<file path="src/rtl/umi_iso_pkg.sv">
// Shared types and default constants for the UMI power-domain isolation controller.
package umi_iso_pkg;

  // Controller states. Binary encoded; OFF is the reset state.
  typedef enum logic [2:0] {
    ST_RUN   = 3'd0,
    ST_DRAIN = 3'd1,
    ST_ISO   = 3'd2,
    ST_OFF   = 3'd3,
    ST_WAKE  = 3'd4
  } iso_state_e;

  localparam int DEF_CNTW      = 8;
  localparam int DEF_DRAIN_MAX = 1024;
  localparam int DEF_ISO_DLY   = 2;
  localparam int DEF_SETTLE    = 16;

  // Largest of three values, used to size the shared phase timer.
  function automatic int max3(input int a, input int b, input int c);
    int m;
    m = a;
    if (b > m) m = b;
    if (c > m) m = c;
    return m;
  endfunction

endpackage

</file>
<file path="src/rtl/umi_iso_timer.sv">
// Loadable, clearable up-counter with a terminal-count flag. One instance is
// time-shared by the DRAIN, ISO and WAKE phases of the isolation controller.
module umi_iso_timer #(
  parameter int W = 11
) (
  input  logic         clk,
  input  logic         reset,
  input  logic         clear,
  input  logic         load,
  input  logic [W-1:0] load_val,
  input  logic         en,
  input  logic [W-1:0] tc_val,
  output logic         tc
);

  logic [W-1:0] count_r;

  // Counter register: clear wins over load, load wins over increment.
  always_ff @(posedge clk or posedge reset) begin
    if (reset) begin
      count_r <= {W{1'b0}};
    end else if (clear) begin
      count_r <= {W{1'b0}};
    end else if (load) begin
      count_r <= load_val;
    end else if (en) begin
      count_r <= count_r + {{(W-1){1'b0}}, 1'b1};
    end else begin
      count_r <= count_r;
    end
  end

  assign tc = (count_r == tc_val);

endmodule

</file>
<file path="src/rtl/umi_isolate_ctrl.sv">
// Power-domain isolation controller for a UMI link: gates new requests,
// drains in-flight traffic, raises isolation, and releases it once the
// domain supply has been stable for SETTLE cycles.
module umi_isolate_ctrl
  import umi_iso_pkg::*;
#(
  parameter int CNTW      = DEF_CNTW,
  parameter int DRAIN_MAX = DEF_DRAIN_MAX,
  parameter int ISO_DLY   = DEF_ISO_DLY,
  parameter int SETTLE    = DEF_SETTLE
) (
  input  logic            clk,
  input  logic            reset,
  input  logic            iso_req,
  input  logic            pwr_good,
  input  logic            req_valid_in,
  output logic            req_ready_out,
  output logic            req_valid_out,
  input  logic            req_ready_in,
  input  logic            resp_valid,
  input  logic            resp_ready,
  output logic            isolate,
  output logic            iso_ack,
  output logic            drain_timeout,
  output logic [CNTW-1:0] outstanding
);

  localparam int TMR_MAX = max3(DRAIN_MAX, ISO_DLY, SETTLE);
  localparam int TW      = $clog2(TMR_MAX + 1);

  localparam logic [TW-1:0]   DRAIN_TC = TW'(DRAIN_MAX - 1);
  localparam logic [TW-1:0]   ISO_TC   = TW'(ISO_DLY - 1);
  localparam logic [TW-1:0]   WAKE_TC  = TW'(SETTLE - 1);
  // The OFF cycle that launches WAKE already saw pwr_good=1, so WAKE starts
  // counting at one; release happens after SETTLE consecutive good cycles.
  localparam logic [TW-1:0]   WAKE_LD  = TW'(1);
  localparam logic [CNTW-1:0] CNT_MAX  = {CNTW{1'b1}};
  localparam logic [CNTW-1:0] CNT_ONE  = {{(CNTW-1){1'b0}}, 1'b1};

  iso_state_e      state_r;
  iso_state_e      state_nxt_s;
  logic            in_run_s;
  logic            req_fire_s;
  logic            resp_fire_s;
  logic [CNTW-1:0] cnt_nxt_s;
  logic            tmr_clear_s;
  logic            tmr_load_s;
  logic            tmr_en_s;
  logic [TW-1:0]   tmr_tc_val_s;
  logic            tmr_tc_s;
  logic            set_timeout_s;
  logic            clr_timeout_s;

  // The gate is the only combinational output path; it is closed in every
  // state but RUN, and reset forces OFF so it is also closed during reset.
  assign in_run_s      = (state_r == ST_RUN);
  assign req_valid_out = in_run_s & req_valid_in;
  assign req_ready_out = in_run_s & req_ready_in;
  assign req_fire_s    = req_valid_out & req_ready_in;
  assign resp_fire_s   = resp_valid & resp_ready;

  umi_iso_timer #(.W(TW)) u_timer (
    .clk      (clk),
    .reset    (reset),
    .clear    (tmr_clear_s),
    .load     (tmr_load_s),
    .load_val (WAKE_LD),
    .en       (tmr_en_s),
    .tc_val   (tmr_tc_val_s),
    .tc       (tmr_tc_s)
  );

  // Next outstanding count: saturating up/down, cleared while OFF.
  always_comb begin
    cnt_nxt_s = outstanding;
    if (state_r == ST_OFF) begin
      cnt_nxt_s = {CNTW{1'b0}};
    end else if (req_fire_s && !resp_fire_s && (outstanding != CNT_MAX)) begin
      cnt_nxt_s = outstanding + CNT_ONE;
    end else if (!req_fire_s && resp_fire_s && (outstanding != {CNTW{1'b0}})) begin
      cnt_nxt_s = outstanding - CNT_ONE;
    end else begin
      cnt_nxt_s = outstanding;
    end
  end

  // Next-state and timer control. DRAIN looks at the next outstanding count
  // so ISO begins the cycle right after the last response returns.
  always_comb begin
    state_nxt_s   = state_r;
    tmr_clear_s   = 1'b0;
    tmr_load_s    = 1'b0;
    tmr_en_s      = 1'b0;
    tmr_tc_val_s  = {TW{1'b0}};
    set_timeout_s = 1'b0;
    clr_timeout_s = 1'b0;
    case (state_r)
      ST_RUN: begin
        tmr_clear_s = 1'b1;
        // Only leave when no valid is pending or it fires now, so an
        // asserted valid is never withdrawn from downstream.
        if (iso_req && (!req_valid_in || req_fire_s)) begin
          state_nxt_s   = ST_DRAIN;
          clr_timeout_s = 1'b1;
        end else begin
          state_nxt_s = ST_RUN;
        end
      end
      ST_DRAIN: begin
        tmr_tc_val_s = DRAIN_TC;
        if (cnt_nxt_s == {CNTW{1'b0}}) begin
          state_nxt_s = ST_ISO;
          tmr_clear_s = 1'b1;
        end else if (tmr_tc_s) begin
          state_nxt_s   = ST_ISO;
          tmr_clear_s   = 1'b1;
          set_timeout_s = 1'b1;
        end else if (!iso_req) begin
          state_nxt_s = ST_RUN;
          tmr_clear_s = 1'b1;
        end else begin
          tmr_en_s = 1'b1;
        end
      end
      ST_ISO: begin
        tmr_tc_val_s = ISO_TC;
        if (tmr_tc_s) begin
          state_nxt_s = ST_OFF;
          tmr_clear_s = 1'b1;
        end else begin
          tmr_en_s = 1'b1;
        end
      end
      ST_OFF: begin
        if (!iso_req && pwr_good) begin
          state_nxt_s = ST_WAKE;
          tmr_load_s  = 1'b1;
        end else begin
          tmr_clear_s = 1'b1;
        end
      end
      ST_WAKE: begin
        tmr_tc_val_s = WAKE_TC;
        if (iso_req) begin
          state_nxt_s = ST_OFF;
          tmr_clear_s = 1'b1;
        end else if (!pwr_good) begin
          tmr_clear_s = 1'b1;
        end else if (tmr_tc_s) begin
          state_nxt_s = ST_RUN;
          tmr_clear_s = 1'b1;
        end else begin
          tmr_en_s = 1'b1;
        end
      end
      default: begin
        state_nxt_s = ST_OFF;
        tmr_clear_s = 1'b1;
      end
    endcase
  end

  // State register; reset parks the controller isolated in OFF.
  always_ff @(posedge clk or posedge reset) begin
    if (reset) begin
      state_r <= ST_OFF;
    end else begin
      state_r <= state_nxt_s;
    end
  end

  // Registered isolation outputs, decoded from the state being entered so
  // they change on the same edge as the state itself.
  always_ff @(posedge clk or posedge reset) begin
    if (reset) begin
      isolate <= 1'b1;
      iso_ack <= 1'b1;
    end else begin
      isolate <= (state_nxt_s != ST_RUN) && (state_nxt_s != ST_DRAIN);
      iso_ack <= (state_nxt_s == ST_OFF) || (state_nxt_s == ST_WAKE);
    end
  end

  // Sticky drain-timeout flag, cleared only when a new drain begins.
  always_ff @(posedge clk or posedge reset) begin
    if (reset) begin
      drain_timeout <= 1'b0;
    end else if (clr_timeout_s) begin
      drain_timeout <= 1'b0;
    end else if (set_timeout_s) begin
      drain_timeout <= 1'b1;
    end else begin
      drain_timeout <= drain_timeout;
    end
  end

  // In-flight request counter.
  always_ff @(posedge clk or posedge reset) begin
    if (reset) begin
      outstanding <= {CNTW{1'b0}};
    end else begin
      outstanding <= cnt_nxt_s;
    end
  end

endmodule

</file>
<file path="config.mk">
export PLATFORM = sky130hd
export DESIGN_NAME = umi_isolate_ctrl
export DESIGN_NICKNAME = d
export VERILOG_FILES = /design/src/rtl/umi_iso_pkg.sv /design/src/rtl/umi_iso_timer.sv /design/src/rtl/umi_isolate_ctrl.sv
export SDC_FILE = /design/constraint.sdc
export NUM_CORES = 1
export LEC_CHECK = 0
export CAP_MARGIN = 25
export CELL_PAD_IN_SITES_DETAIL_PLACEMENT = 1
export CELL_PAD_IN_SITES_GLOBAL_PLACEMENT = 2
export CORE_ASPECT_RATIO = 1.25
export CORE_MARGIN = 5
export CORE_UTILIZATION = 34
export CTS_CLUSTER_SIZE = 30
export DETAILED_ROUTE_END_ITERATION = 12
export HOLD_SLACK_MARGIN = 0.02
export PLACE_DENSITY_LB_ADDON = 0.15
export SLEW_MARGIN = 5
export SYNTH_ARGS = -nofsm -noshare
export SYNTH_HDL_FRONTEND = slang
export SYNTH_SLANG_ARGS = --single-unit
</file>
<file path="constraint.sdc">
create_clock -name clk -period 3.07 [get_ports clk]
set_input_delay 0.614 -clock clk [delete_from_list [all_inputs] [get_ports clk]]
set_output_delay 0.614 -clock clk [all_outputs]
set_load 0.1 [all_outputs]
</file>
* After elaboration in Yosys (flattened, before gate mapping) *
Index checks and enable logic that the tools add are counted.

storage, ports and cells
  register bits = 25
  input bits = 8
  logic and storage cells = 81

operators by class
  add/subtract/negate cells = 3
  equal/unequal tests = 9
  multiplexer cells = 40
  bitwise gates (word level) = 4
  reduce and logical (&&, ||, !) cells = 19

operators with widths
  kind                                                                    count
  11-bit 2-to-1 mux                                                       3
  10-bit case mux with 3 select lines                                     1
  3-bit 2-to-1 mux                                                        8
  8-bit 2-to-1 mux                                                        3
  1-bit 2-to-1 mux                                                        22
  3-bit case mux with 5 select lines                                      1
  11-bit by 1-bit adder with 11-bit output (second input constant)        1
  11-bit by 10-bit equality test with 1-bit output                        1
  3-bit by 2-bit equality test with 1-bit output (second input constant)  3
  8-bit by 1-bit adder with 8-bit output (second input constant)          1
  8-bit logical NOT                                                       1
  8-bit != test (second input constant)                                   1
  8-bit nonzero test                                                      1
  8-bit by 1-bit subtractor with 8-bit output (second input constant)     1
  1-bit logical AND                                                       7
  3-bit equality test (second input constant)                             2
  3-bit nonzero test                                                      2
  1-bit bitwise AND                                                       4
  1-bit logical NOT                                                       4
  1-bit case mux with 4 select lines                                      1
  3-bit by 1-bit equality test with 1-bit output (second input constant)  1
  3-bit logical NOT                                                       1
  3-bit by 1-bit != test with 1-bit output (second input constant)        1
  1-bit case mux with 3 select lines                                      1
  other kinds (2)                                                         3

* Depth between registers and ports, before layout *
Gate-level depths: netlist of run 1.

  word-level depth = 15
  gate-level depth with buffers = 10
  gate-level depth less buffers = 10

* Cells and area by module *
From an unflattened synthesis of run 1, not the netlist that was laid out.

second synthesis, totals
  cell total of the unflattened synthesis = 245
  area total of the unflattened synthesis = 1996.9 µm²

by module, submodules not included
  module            instances  cells each  area an instance (µm²)  seq. area each (µm²)
  umi_isolate_ctrl  1          155         1207.4                  355.3
  umi_iso_timer     1          90          789.5                   275.3

* Worst setup path after synthesis of run 1 *
OpenSTA, ideal clock, no wires.

  path kind = in2reg
  from = in req_valid_in
  to = reg iso_ack
  data arrival time = 3.333 ns
  required time = 3.001 ns
  setup slack = -0.332 ns
  cell stages on the path = 8
  buffers on the path = 0
  path through = nor4b_4 -> o2111a_2 -> nand4_1 -> and4_4 -> nor3_2 -> a31oi_2 -> a211o_1 -> o21ai_2

on the way
  longest elaborated chain between the ends = 13
  elaborated cells on any way between the ends = 20

ends and longest elaborated chain
  item                                                                                   RTL line                 text
  from (decl)                                                                            umi_isolate_ctrl.sv:16   input logic req_valid_in,
  1-bit bitwise AND                                                                      umi_isolate_ctrl.sv:57   assign req_valid_out = in_run_s & req_valid_in;
  1-bit bitwise AND                                                                      umi_isolate_ctrl.sv:59   assign req_fire_s = req_valid_out & req_ready_in;
  1-bit logical NOT                                                                      umi_isolate_ctrl.sv:80   end else if (!req_fire_s && resp_fire_s && (outstanding != {CNTW{1'b0}})) begin
  1-bit logical AND (2 in series)                                                        umi_isolate_ctrl.sv:80
  8-bit 2-to-1 mux                                                                       umi_isolate_ctrl.sv:80
  8-bit 2-to-1 mux                                                                       umi_isolate_ctrl.sv:78   end else if (req_fire_s && !resp_fire_s && (outstanding != CNT_MAX)) begin
  8-bit 2-to-1 mux                                                                       umi_isolate_ctrl.sv:76   if (state_r == ST_OFF) begin
  8-bit logical NOT                                                                      umi_isolate_ctrl.sv:111  if (cnt_nxt_s == {CNTW{1'b0}}) begin
  3-bit 2-to-1 mux                                                                       umi_isolate_ctrl.sv:111
  3-bit case mux with 5 select lines (*)                                                 umi_isolate_ctrl.sv:97   case (state_r)
  3-bit by 2-bit equality test with 1-bit output or 3-bit equality test (tied branches)  umi_isolate_ctrl.sv:180  iso_ack <= (state_nxt_s == ST_OFF) || (state_nxt_s == ST_WAKE);
  1-bit logical OR (*)                                                                   umi_isolate_ctrl.sv:180
  to (signal assigned)                                                                   umi_isolate_ctrl.sv:180
  to (decl)                                                                              umi_isolate_ctrl.sv:23   output logic iso_ack,

Mark *: on every way between the ends. The rest lies on a longest branch, timed or not.
A chain may end at the register's enable or synchronous reset.

* Worst setup path after layout of run 1 *
  from = in req_ready_in
  to = reg iso_ack

on the way
  longest elaborated chain between the ends = 12
  elaborated cells on any way between the ends = 18

ends and longest elaborated chain
  item                                                                                   RTL line                 text
  from (decl)                                                                            umi_isolate_ctrl.sv:19   input logic req_ready_in,
  1-bit bitwise AND (*)                                                                  umi_isolate_ctrl.sv:59
  1-bit logical NOT                                                                      umi_isolate_ctrl.sv:80
  1-bit logical AND (2 in series)                                                        umi_isolate_ctrl.sv:80
  8-bit 2-to-1 mux                                                                       umi_isolate_ctrl.sv:80
  8-bit 2-to-1 mux (*)                                                                   umi_isolate_ctrl.sv:78
  8-bit 2-to-1 mux (*)                                                                   umi_isolate_ctrl.sv:76
  net cnt_nxt_s[7]                                                                       umi_isolate_ctrl.sv:45   logic [CNTW-1:0] cnt_nxt_s;
  8-bit logical NOT (*)                                                                  umi_isolate_ctrl.sv:111
  3-bit 2-to-1 mux (*)                                                                   umi_isolate_ctrl.sv:111
  3-bit case mux with 5 select lines (*)                                                 umi_isolate_ctrl.sv:97
  3-bit by 2-bit equality test with 1-bit output or 3-bit equality test (tied branches)  umi_isolate_ctrl.sv:180
  1-bit logical OR (*)                                                                   umi_isolate_ctrl.sv:180

Mark *: on every way through the listed nets, which the timed path passes. The rest lies on a longest branch.

==> metrics.md, run 1 <==
| Metric | Value |
|---|---|
| HP Class | `reg -> reg` |
| Syn_nets | `slightly above 200` |
| Maximum Capacitance Violations | `0` |
| Hold path depth | `1` |
| Routed Antenna Nets | `0` |
| Drt drc | `0` |
| RSZ-0062 raised after global routing | `no` |
| Routability Congestion | `~0.86` |
| Diode count | `0` |
| Vias in the first global route | `around 1700` |
| P per Cell Area | `between 1000 and 1500 nW/um^2` |
| Layout cells sized above 1 | `a little under a quarter` |
| Met1 Resource Use GR | `18.7%` |
| Worst R2R Start | `state_r[0]` |
| First-pass DRT Iterations | `5` |
| Post-synth cell types | `54` |
| DR WL/cell | `approximately 18 um` |
| Area of the mapped netlist | `roughly 1800 um^2` |
| Primary FF master, synth | `dfrtp_1` |
| Final Net Count | `around 230` |
| Most frequent cells in the layout | `nor2_1, dfrtp_1, buf_4` |
| Die height | `around 91 um` |
| Setup TNS | `0 ps` |
| Starting Density | `35.0%` |
| Die footprint | `approximately 6800 um^2` |
| Input/output buffers | `20` |
| CP max FO | `5` |
| Commonest non-fill, non-tap cell in the layout | `nor2_1` |
| Synth warnings | `0` |
| Peak Freq | `around 340 MHz` |
| Setup CP Type | `in -> reg` |
| DR vias | `approximately 1600` |
| Area of the multi-input gates | `~1100 um^2` |
| Post-CTS setup buffer count | `0` |
| Arr. time, crit path | `roughly 3200 ps` |
| CP Capture Type | `flop` |
| Non-Filler Instances | `about 280` |
| Clk sinks | `25` |
| Crit start category | `input port` |
| P&R area growth vs syn | `22.1%` |
| Fillers | `608` |
| R2r setup slk | `~210 ps` |
| Final min period | `just under 3000 ps` |
| Leak | `0.906 nW` |
| DIE WIDTH | `between 70 and 80 um` |
| Slowest cell on the critical path | `clkdlybuf4s50_1` |
| Clock-pin slew on the worst setup and hold paths | `roughly 100 ps` |
| Register area share after synthesis | `a little over a third` |
| CP cell instances | `clkdlybuf4s50_1, nor4b_4, a211oi_1, a32oi_1, mux2i_1, nor2_1, a31oi_4, a211o_1, o21ai_2` |
| Worst Hold End | `drain_timeout` |
| Final setup viols | `0` |
| Clock Tree Root | `clkbuf_8` |
| Met3 Use GR | `2.34%` |
| Rel. slew slack | `a little over two fifths` |
| Cell count after synthesis | `194` |
| Cells after DPL | `278` |
| GRT Util Overall | `between 10% and 20%` |
| Fin crit share | `~96%` |
| Row cnt | `29` |
| Final setup skew | `~10 ps` |
| EDFF count, synth | `0` |
| Top Usage Layer GRT | `met2` |
| Post-Route WL | `4.98 mm` |
| Hpwl dp | `approximately 3.8 mm` |
| Initial antenna violation count | `0` |
| Max VDD drop | `between 0.0004 and 0.0005 V` |
| Register area | `631 um^2` |
| Final Slew Violations | `0` |
| Maximum root-to-sink buffer count | `2` |
| CP Buf/Inv Count | `1` |
| Initial DRC count | `between 40 and 50` |
| CTS Buf Count | `3` |
| Met2 Resource Use GR | `between 20% and 30%` |
| Synthesis-stage register bit count | `25` |
| Async set-reset flop share out of synthesis | `100%` |
| Worst Reg-to-Reg Cells | `7` |
| GRT overflow | `0` |
| Final Power | `0.00260 W` |
| Hold Path Origin | `drain_timeout` |
| Post-DR vias/cell | `5.53` |
| CTS HTree Levels | `1` |
| Status | `finished clean` |
| Worst Path Required | `roughly 3300 ps` |
| Hold Buf Count CTS | `0` |
| CTS tree | `yes` |
| Syn avg cell area | `~9 um^2` |
| First-pass GRT wire length | `just over 8 mm` |
| Critical path's largest stage delay | `approximately 480 ps` |
| Worst-Margin Slew | `875 ps` |
| Final Hold Viols | `0` |
| Reg2Reg Capture Point | `u_timer.count_r[3]` |
| PostCTS Resize Cnt | `0` |
| Pin count of the biggest net entering global routing | `23` |
| Clock latency on the worst-skew pair | `roughly 280 ps` |
| IO Pins | `21` |
| Crit-path leading delay family | `compound AO/OA/AOI/OAI gates` |
| Core area | `between 5000 and 6000 um^2` |
## layout make-up
| type | count | share of cell area (%) |
|---|---|---|
| clock buffer | 3 | 1.90 |
| multi-input combinational | 153 | 51.4 |
| tap | 62 | 3.58 |
| sequential | 25 | 29.1 |
| inverter | 10 | 1.73 |
| timing repair buffer | 29 | 12.0 |
| clock inverter | 1 | 0.346 |
## cells by family (layout without fill, tap and decap cells)
kind of cell | Yosys count | in the layout | synth area share (%)
adder cells (fa/ha/maj) | 3 | 3 | 2.11
AND/OR/NAND/NOR | 96 | 96 | 31.5
XOR/XNOR | 12 | 12 | 5.92
flip-flops | 25 | 25 | 35.5
multiplexers | 5 | 5 | 2.82
AO/OA/AOI/OAI | 36 | 37 | 17.3
buffers and inverters | 17 | 43 | 4.86
## how the worst max path moves through the flow
| stage | depth (start not counted) | to | start | slack (ps) |
|---|---|---|---|---|
| final | 9 | iso_ack | req_ready_in | 130 |
| after global routing | 10 | iso_ack | outstanding[0] | 9 |
| after CTS | 9 | u_timer.count_r[3] | req_ready_in | 150 |
| after detailed placement | 9 | u_timer.count_r[3] | req_ready_in | -150 |
| after global placement | 9 | u_timer.count_r[1] | resp_valid | -30 |
| after floorplan | 8 | iso_ack | req_valid_in | -260 |
## Yosys cell counts, drive strengths merged, types with 3 or more instances
cell / n / area (um^2)
a21oi: 9 / 45.0
or2: 3 / 18.8
and3: 4 / 25.0
ha: 3 / 37.5
nand2: 19 / 71.3
buf: 3 / 33.8
xnor2: 8 / 70.1
nand3: 4 / 20.0
xor2: 4 / 35.0
a31oi: 6 / 58.8
o21ai: 3 / 18.8
nand4: 3 / 18.8
nor2: 25 / 93.8
mux2i: 5 / 50.1
clkbuf: 4 / 15.0
nor4b: 4 / 71.3
dfrtp: 21 / 526
and2: 3 / 18.8
dfstp: 4 / 105
nand2b: 6 / 37.5
inv: 10 / 37.5
nor4: 3 / 18.8
nor3: 9 / 50.1
a211oi: 4 / 35.0
## power by group
group | leakage [nW] | internal [W] | switching [W]
clock network | 0.0217 | 0.0000922 | 0.000113
logic | 0.559 | 0.000595 | 0.00115
registers | 0.325 | 0.000436 | 0.000207
total | 0.906 | 0.00112 | 0.00147
## metal layers
metal,share of wire [%],vias up
met3,3.2,13
met2,52,28
met4,2.9,0
met5,0,-
li1,-,757
met1,42,767
## registers in the layout, indices dropped and copies added, names as in the netlist
| signal | count |
|---|---|
| drain_timeout | 1 |
| isolate | 1 |
| u_timer.count_r | 11 |
| iso_ack | 1 |
| outstanding | 8 |
| state_r | 3 |
## per-stage QoR
| stage | hold WS [ps] | instance area [um^2] | utilization, % | worst slack, ps |
|---|---|---|---|---|
| after floorplan | 531 | 1800 | - | -259 |
| after global placement | 512 | 2090 | 41.2 | -27.2 |
| after detailed placement | 486 | 2090 | 41.2 | -147 |
| after CTS | 522 | 2140 | 42.1 | 153 |
| after global routing | 571 | 2170 | 42.7 | 9.11 |
| final | 519 | 2170 | 42.7 | 134 |
No activity file was read; power rests on OpenSTA's default activity.
==> inputs of run 2 (changes only) <==
Settings changed: SKIP_LAST_GASP set to 1.
==> results of run 2 <==
No change in the layout: final DEF, timing and power equal those of run 1.
==> inputs of run 3 (changes only) <==
Settings changed: CAP_MARGIN 25 to not set, MAX_ROUTING_LAYER set to met4.
==> run 3 against run 2 <==
Against the previous run: wire length up 0.16%; critical path depth unchanged; worst setup slack better by 13 ps; sequential power about the same; fmax up 0.46%; highest routed layer unchanged; register-to-register slack worse by 20 ps; non-clock buffer count unchanged; die area unchanged; sequential share of layout area unchanged; power about the same.
==> metrics.md, run 3 (synthesized netlist as in run 1, its figures left out) <==
| Metric | Value |
|---|---|
| Rel. slew slack | `approximately two fifths` |
| Clock Tree Root | `clkbuf_8` |
| Maximum Capacitance Violations | `0` |
| Comb pwr share | `about two thirds` |
| Top flop regs | `u_timer.count_r x11, outstanding x8, state_r x3` |
| P per Cell Area | `about 1200 nW/um^2` |
| Vias in the first global route | `roughly 1700` |
| Row cnt | `29` |
| First-pass DRT Iterations | `6` |
| DR WL/cell | `17.6 um` |
| Fin crit share | `between 90% and 100%` |
| Status | `finished clean` |
| Worst Path Required | `around 3300 ps` |
| Drt drc | `0` |
| IO Pins | `21` |
| Clock-pin slew on the worst setup and hold paths | `100 ps` |
| Post-DR vias/cell | `5.53` |
| Routed Antenna Nets | `0` |
| Core area | `around 5100 um^2` |
| Sw frac | `a little under three fifths` |
| Final Slew Violations | `0` |
| First-pass GRT wire length | `about 8.3 mm` |
| Initial antenna violation count | `0` |
| Most frequent cells in the layout | `nor2_1, dfrtp_1, buf_4` |
| Area of the multi-input gates | `approximately 1100 um^2` |
| Sequential share of power | `24.7%` |
| DIE WIDTH | `about 75 um` |
| DR vias | `1566` |
| Int Pwr | `approximately 0.0011 W` |
| CTS HTree Levels | `1` |
| Commonest non-fill, non-tap cell in the layout | `nor2_1` |
| Final Hold Viols | `0` |
| Final setup skew | `approximately 10 ps` |
| Clock latency on the worst-skew pair | `between 200 and 300 ps` |
| Clock Power Share | `around 7.9%` |
| Diode count | `0` |
| Clk sinks | `25` |
| Routability Congestion | `about 0.87` |
| Crit start category | `input port` |
| DP Worst Slack | `-147 ps` |
| Hpwl dp | `about 3.8 mm` |
| Starting Density | `35.0%` |
| Setup TNS | `0 ps` |
| Final worst slack | `147 ps` |
| CTS tree | `yes` |
| Placed Instance Area | `2090 um^2` |
| GRT overflow | `0` |
| Final Net Count | `around 230` |
| Post-Route WL | `about 5 mm` |
| Die footprint | `about 6800 um^2` |
| Input/output buffers | `20` |
| Slowest cell on the critical path | `clkdlybuf4s50_1` |
| Final setup viols | `0` |
| Arr. time, crit path | `3140 ps` |
| Register area | `~630 um^2` |
| CP max FO | `5` |
| Leak | `0.906 nW` |
| Worst-Margin Slew | `875 ps` |
| Min Hold Slack | `517 ps` |
| RSZ-0062 raised after global routing | `no` |
| Layout cells sized above 1 | `between 20% and 30%` |
| Final min period | `slightly below 3000 ps` |
| Peak Freq | `roughly 340 MHz` |
| Largest Register | `u_timer.count_r` |
| Post-layout instance area | `between 2000 and 2500 um^2` |
| Pin count of the biggest net entering global routing | `23` |
| Maximum root-to-sink buffer count | `2` |
| HP Class | `reg -> reg` |
| Hold Buf Count CTS | `0` |
| Max VDD drop | `about 0.00042 V` |
| P&R area growth vs syn | `22.1%` |
| GRT Util Overall | `between 10% and 20%` |
| CP cell instances | `clkdlybuf4s50_1, nor4b_4, a211oi_1, a32oi_1, mux2i_1, nor2_1, a31oi_4, a211o_1, o21ai_2` |
| CP Capture Type | `flop` |
| Max reg flops | `11` |
| Net Sw Power | `between 0.001 and 0.0015 W` |
| Initial DRC count | `51` |
| Die height | `90.8 um` |
| Fillers | `just over 600` |
| Setup CP Type | `in -> reg` |
| Final Power | `between 0.002 and 0.003 W` |
| CTS Buf Count | `3` |
| Critical path's largest stage delay | `480 ps` |
-- run 3: layout make-up --
cell class	count	area share, %
clock buffer	3	1.90
clock inverter	1	0.346
inverter	10	1.73
multi-input combinational	153	51.4
sequential	25	29.1
tap	62	3.58
timing repair buffer	29	12.0
-- run 3: worst paths after layout --
check / from / to / slack, ps / cells after the start
max in group asynchronous: reset / iso_ack / 1570 / 3
max: req_ready_in / iso_ack / 150 / 9
min reg2reg: drain_timeout / drain_timeout / 520 / 1
min: drain_timeout / drain_timeout / 520 / 1
min in group asynchronous: reset / drain_timeout / 820 / 2
max reg2reg: state_r[0] / u_timer.count_r[3] / 190 / 7
-- run 3: worst max-delay path: cells and delay by family --
| kind | cells | cell delay (ps) |
|---|---|---|
| AO/OA/AOI/OAI | 5 | 1210 |
| AND/OR/NAND/NOR | 2 | 670 |
| multiplexers | 1 | 160 |
| buffers and inverters | 1 | 480 |
-- run 3: power by group through the flow --
stage | Sequential (W) | Combinational [W] | Clock, W
final | 0.000641 | 0.00175 | 0.000205
after global placement | 0.000635 | 0.00167 | 0
after detailed placement | 0.000640 | 0.00170 | 0
after CTS | 0.000633 | 0.00171 | 0.000216
after global routing | 0.000660 | 0.00187 | 0.000229
after floorplan | 0.000962 | 0.000957 | 0
-- run 3: through the flow --
| stage | util (%) | instances |
|---|---|---|
| floorplan | - | 194 |
| global placement | 41.2 | 278 |
| detailed placement | 41.2 | 278 |
| CTS | 42.1 | 282 |
| global route | 42.7 | 283 |
| finish | 42.7 | 283 |
-- run 3: layer usage --
metal,up-vias,routed length (um),GRT usage (%)
li1,757,-,-
met1,761,2110,18.9
met2,35,2560,27.2
met3,13,162,2.45
met4,0,147,6.82
met5,-,0,-
-- run 3: repair_timing --
item,CTS,global route
setup buffers,0,0
resized for setup,0,2
setup endpoints to repair,0,12
